$ cat config.mk
export PLATFORM = sky130hd
export DESIGN_NAME = ir_decode
export DESIGN_NICKNAME = d
export VERILOG_FILES = /design/src/rtl/ir_decode.sv
export SDC_FILE = /design/constraint.sdc
export NUM_CORES = 1
export LEC_CHECK = 0
export BUFFER_PORTS_ARGS = -buffer_cell sky130_fd_sc_hd__buf_2
export CAP_MARGIN = 25
export CORE_UTILIZATION = 45
export DETAILED_ROUTE_END_ITERATION = 6
export GPL_TIMING_DRIVEN = 1
export PLACE_DENSITY_LB_ADDON = 0.05
export SKIP_CTS_REPAIR_TIMING = 1
export SLEW_MARGIN = 25
export SYNTH_ARGS = -nofsm -noshare
export SYNTH_HDL_FRONTEND = slang
export SYNTH_SLANG_ARGS = --single-unit
$ cat constraint.sdc
create_clock -name clk -period 1.6 [get_ports clk]
set_input_delay 0.24 -clock clk [delete_from_list [all_inputs] [get_ports clk]]
set_output_delay 0.24 -clock clk [all_outputs]
set_load 0.1 [all_outputs]
$ cat src/rtl/ir_decode.sv
// ir_decode: fetches one instruction word per request, holds it in IR and decodes its fields
module ir_decode #(
  parameter int TIMEOUT = 15
) (
  input  logic        clk,
  input  logic        rst_n,
  input  logic        fetch_en,
  input  logic [15:0] pc_in,
  input  logic        flush,
  output logic        imem_req,
  output logic [15:0] imem_addr,
  input  logic        imem_ready,
  input  logic [15:0] imem_rdata,
  output logic        out_valid,
  input  logic        out_ready,
  output logic [3:0]  opcode,
  output logic [2:0]  rd,
  output logic [2:0]  rs1,
  output logic [2:0]  rs2,
  output logic [4:0]  imm5,
  output logic        extop,
  output logic        fetch_err,
  output logic [15:0] instr_count
);
  typedef enum logic [1:0] {IDLE, WAIT, HOLD} state_t;
  localparam logic [3:0] LAST = 4'(TIMEOUT - 1);
  state_t      state_q, state_d;
  logic [15:0] ir_q, ir_d, addr_q, addr_d, count_q, count_d;
  logic        req_q, req_d, valid_q, valid_d, err_q, err_d;
  logic [3:0]  cnt_q, cnt_d;
  always_comb begin
    state_d = state_q;
    ir_d    = ir_q;
    addr_d  = addr_q;
    req_d   = req_q;
    valid_d = valid_q;
    err_d   = 1'b0;
    cnt_d   = cnt_q;
    count_d = count_q;
    if (flush) begin
      state_d = IDLE;
      req_d   = 1'b0;
      valid_d = 1'b0;
      cnt_d   = 4'd0;
    end else begin
      case (state_q)
        IDLE: if (fetch_en) begin
          state_d = WAIT;
          addr_d  = pc_in;
          req_d   = 1'b1;
          cnt_d   = 4'd0;
        end
        WAIT: if (imem_ready) begin
          state_d = HOLD;
          ir_d    = imem_rdata;
          req_d   = 1'b0;
          valid_d = 1'b1;
        end else if (cnt_q == LAST) begin
          state_d = IDLE;
          req_d   = 1'b0;
          err_d   = 1'b1;
          cnt_d   = 4'd0;
        end else begin
          cnt_d = cnt_q + 4'd1;
        end
        HOLD: if (out_ready) begin
          // a new fetch can be issued in the same cycle the held word is accepted
          state_d = fetch_en ? WAIT : IDLE;
          count_d = count_q + 16'd1;
          valid_d = 1'b0;
          req_d   = fetch_en;
          addr_d  = fetch_en ? pc_in : addr_q;
          cnt_d   = 4'd0;
        end
        default: state_d = IDLE;
      endcase
    end
  end
  always_ff @(posedge clk or negedge rst_n) begin
    if (!rst_n) begin
      state_q <= IDLE;
      ir_q    <= 16'h0000;
      addr_q  <= 16'h0000;
      req_q   <= 1'b0;
      valid_q <= 1'b0;
      err_q   <= 1'b0;
      cnt_q   <= 4'd0;
      count_q <= 16'h0000;
    end else begin
      state_q <= state_d;
      ir_q    <= ir_d;
      addr_q  <= addr_d;
      req_q   <= req_d;
      valid_q <= valid_d;
      err_q   <= err_d;
      cnt_q   <= cnt_d;
      count_q <= count_d;
    end
  end
  assign imem_req    = req_q;
  assign imem_addr   = addr_q;
  assign out_valid   = valid_q;
  assign fetch_err   = err_q;
  assign instr_count = count_q;
  assign opcode      = ir_q[15:12];
  assign rd          = ir_q[11:9];
  assign rs1         = ir_q[8:6];
  assign rs2         = ir_q[5:3];
  assign imm5        = ir_q[4:0];
  assign extop       = !(ir_q[15:12] == 4'h1 || ir_q[15:12] == 4'h7);
endmodule
; Word-level counts from Yosys, hierarchy flattened
; Index checks and enable logic that the tools add are counted.
; W data, S select, Z words.
[totals]
register_bits = 57
latchBits = 0
mem_bits_rw = 0
romBits = 0
inputBits = 38
out_inout_bits = 54
mem_count = 0
[classes]
n_addsub = 2
n_mul = 0
n_div = 0
n_lt_le_gt_ge = 0
eq_ne = 11
shift = 0
mux = 30
n_bitwise = 1
reduce_logical = 13
[op_table]
columns = cell, n
row1 = $mux W16, 2
row2 = $pmux W16 S2, 1
row3 = $mux W4, 5
row4 = $add A16 B1 Y16 const B, 1
row5 = $reduce_and A3 Y1, 5
row6 = $mux W1, 13
row7 = $ne A3 B3 Y1 const B, 4
row8 = $pmux W4 S3, 1
row9 = $mux W2, 5
row10 = $reduce_and A4 Y1, 2
row11 = $pmux W2 S3, 1
row12 = $add A4 B1 Y4 const B, 1
row13 = $eq A4 B1 Y1 const B, 1
row14 = $eq A4 B3 Y1 const B, 1
row15 = $eq A4 B4 Y1 const B, 1
row16 = $ne A4 B4 Y1 const B, 1
row17 = $reduce_bool A4 Y1, 1
row18 = $pmux W1 S3, 1
row19 = $reduce_bool A3 Y1, 1
row20 = $eq A2 B1 Y1 const B, 1
row21 = $eq A2 B2 Y1 const B, 1
row22 = $logic_not A2 Y1, 1
row23 = $ne A2 B2 Y1 const B, 1
row24 = $pmux W1 S2, 1
row25 = 4 further kinds, 4

; Depth between registers and ports, before layout
[depth]
depth_word = 5
ltp_mapped = 8
mapped_depth_nobuf = 6

; Worst setup path before layout
; No wires, ideal clock.
[synth_path]
kind = flip-flop to output port
start = reg ir_q[14]
end = out extop
arrival_ps = 1882
t_required_ps = 1360
path_slack_ps = -522
stages_incl_launch_ff = 3
n_path_buf = 0
path_cell_list = dfrtp_1 > xnor2_1 > nand3b_1
[synth_via]
elab_chain_cells = 3
word_cells_on_any_way = 4
cone_classes = eq/ne: 2 / reduce/logical: 2
[synth_lines]
columns = element, line_no
row1 = from (decl), 28  ; logic [15:0] ir_q, ir_d, addr_q, addr_d, count_q, count_d;
row2 = from (signal assigned), 91  ; ir_q <= ir_d;
row3 = $eq A4 B1 Y1 / $eq A4 B3 Y1 (equally long branches), 110  ; assign extop = !(ir_q[15:12] == 4'h1 || ir_q[15:12] == 4'h7);
row4 = $logic_or A1 B1 Y1 *, 110
row5 = $logic_not A1 Y1 *, 110
row6 = to (decl), 21  ; output logic extop,
; Mark *: on every way between the ends. The rest lies on a longest branch, timed or not.

; Worst setup path in the final report
[layout_path]
start = reg state_q[1]
end = reg state_q[1]
[layout_via]
elab_chain_cells = 3
word_cells_on_any_way = 9
cone_classes = eq/ne: 5 / mux: 2 / reduce/logical: 2
[layout_lines]
columns = element, line_no
row1 = from (decl), 27  ; state_t state_q, state_d;
row2 = from (signal assigned), 90  ; state_q <= state_d;
row3 = "$eq A2 B1 Y1, or another cell as far along", 46  ; case (state_q)
row4 = "$ne A4 B4 Y1 (no line), or another cell as far along", n/a
row5 = $reduce_and A3 Y1 (no line) / $mux W2 (equally long branches), n/a
; Several ways; a longest one is shown, not always the timed one.
; A chain may end at the register's enable or synchronous reset.

==> out/results.ini <==
[status]
run_status = finished, violations left
violations = negative setup slack

[global_routing]
grt_max_degree = 58
grt_pass1_wl_um = 8520
overflow = 0
first_global_vias = 1877
antenna_found_initial = 0
grt_util_all_layers = 0.180

[worst_setup_path]
cp_data_required_time_ns = 1.81
cp.arrival_ns = 1.83
cp-start-kind = flop
crit_path_end_kind = flop
r2r_cells = 6
critPathKind = reg2reg
cp_max_fo = 4

[sta]
maxSlewViolCount = 0
final_hold_viol_count = 0
fin_crit_sh = 1.01
min_period_ns = 1.62
clock.fmax_mhz = 617
rsz0062_at_grt = true
worst_slack_ns = -0.0214
setup_viol = 11
clock_skew_ns = 0.0116
tightest_slew_ns = 0.500
slew-limit-headroom = 0.669

[routing]
drt-wirelength-per-cell_um = 13.4
met1_length_um = 2500
num_vias = 1878
met2_length_um = 2360
wl_met3_um = 287
via_per_inst = 4.82
drt_iter0_markers = 36
remaining_drc_errors = 0
dr.pass1.iters = 4
final_antenna_net_count = 0
routed_wirelength_um = 5230
top_layer = met4

[logic_synthesis]
synthCells = 195
ys_ff_latch = 57
synth_top_area_frac = 0.548
yosysWarnings = 0
ys.flop_type = dfrtp_1
synth_area_leaders = dfrtp_1 (55%), mux2_2 (10%), mux2_4 (5.8%)
synth_area_sq_mm = 0.00260
seq_area_frac_synth = 0.548
syn_avg_cell_area_sq_um = 13.4
synth-async-reset-ratio = 1.00
synth_edf_count = 0
synth.most_common_cell = dfrtp_1
ys_types = 43
synth_area_leader_cell = dfrtp_1
syn_nets = 240
synth_commonest_cells = dfrtp_1 (57), mux2_2 (24), mux2_4 (10), xnor2_1 (10), nand2_1 (9)

[placed_design]
dpl_cell_area_sq_mm = 0.00338
detailed_place_hpwl_um = 3570
gp_congestion = 0.786
io_buffers = 91

[clock_network]
clkTransAtPathRegs_ns = 0.06
cts_root_buf = clkbuf_8
cts.sinks = 57
clk_latency_ns = 0.33
htree_levels = 3
cts_max_path_buffers = 2
cts_tree = yes
cts_buffers = 9

[die]
start_util = 0.470
die_area_sq_mm = 0.00610
die_width_um = 78.1
rows = 27
fp.dieH_um = 78.1
core_area_sq_mm = 0.00554
top_level_ports = 92

[final_layout]
final_area_sq_mm = 0.00376
final-seq-area_sq_mm = 0.00148
layout-drive-gt1-share = 0.664
area_delta_synth_final_pct = 44.5
multiInputGateArea_sq_mm = 0.00125
final_nets = 358
num-fill-cells = 435
antennaDiodeCount = 0

[hold_path]
min_path_cells = 2
hp-class = in2reg

[flow_run]
max_cap_violations = 0

[per-stage QoR]
stage	worst slack, ns	hold slack [ns]	setup TNS (ns)	utilization	instances
after CTS	-0.135	-0.0934	-0.999	0.645	386
after detailed placement	-0.125	0.269	-0.526	0.610	370
final	-0.0214	0.140	-0.0924	0.679	390
after global placement	-0.0891	0.271	-0.316	0.610	370
after floorplan	-0.188	-0.0556	-0.455	-	195
after global routing	-0.106	0.131	-1.61	0.679	390
[cells by family (layout without fill, tap and decap cells)]
kind of cell             after synthesis  in the layout  share of synthesized area
flip-flops                            57             57                      0.548
multiplexers                          36             36                      0.169
AO/OA/AOI/OAI                         16             16                     0.0504
AND/OR/NAND/NOR                       50             50                      0.113
XOR/XNOR                              16             16                     0.0538
adder cells (fa/ha/maj)                7              7                     0.0336
buffers and inverters                 13            136                     0.0327
[metal layers]
metal | track usage | vias up
met3 | 0.0395 | 8
li1 | - | 909
met1 | 0.234 | 892
met2 | 0.282 | 69
met5 | 0 | -
met4 | 0.0944 | 0
[critical path, stage by stage (launching register included)]
cell	delay, ns
dfrtp_1	0.43
inv_2	0.10
ha_2	0.21
nor2b_4	0.20
a211oi_2	0.10
nor2_1	0.12
mux2_2	0.35
[state kept, by name, summed over array words and instances (netlist names)]
register,flops
cnt_q,4
instr_count,16
imem_addr,16
fetch_err,1
state_q,2
ir_q,16
out_valid,1
imem_req,1
[cells in the final DEF, fill, tap and decap left out, types with 8 or more instances in the layout]
cell type  instances
buf_2             90
dfrtp_1           40
mux2_2            18
mux2_4            16
buf_4             16
dfrtp_4           13
clkbuf_8          11
xnor2_1           10
nor2_1             8
[final timing paths]
kind	startpoint	endpoint	slack [ns]
worst max-delay path	state_q[1]$_DFFE_PN0P_	state_q[1]$_DFFE_PN0P_	-0.02
worst min-delay path	imem_rdata[10]	ir_q[10]$_DFFE_PN0P_	0.14
worst max register to register	state_q[1]$_DFFE_PN0P_	state_q[1]$_DFFE_PN0P_	-0.02
worst min register to register	instr_count[15]$_DFFE_PN0P_	instr_count[15]$_DFFE_PN0P_	0.48
max in group asynchronous	rst_n	ir_q[13]$_DFFE_PN0P_	0.88
min in group asynchronous	rst_n	imem_addr[2]$_DFFE_PN0P_	0.44
[final cells by class]
class	instances	area share
sequential	57	0.393
tap	72	0.0239
multi-input combinational	125	0.333
clock buffer	13	0.0422
inverter	6	0.00598
timing repair buffer	114	0.190
clock inverter	3	0.0106
Power is left out: the tool's default activity adds up to more than one toggle a clock period on the data nets, which glitch-free logic cannot reach.
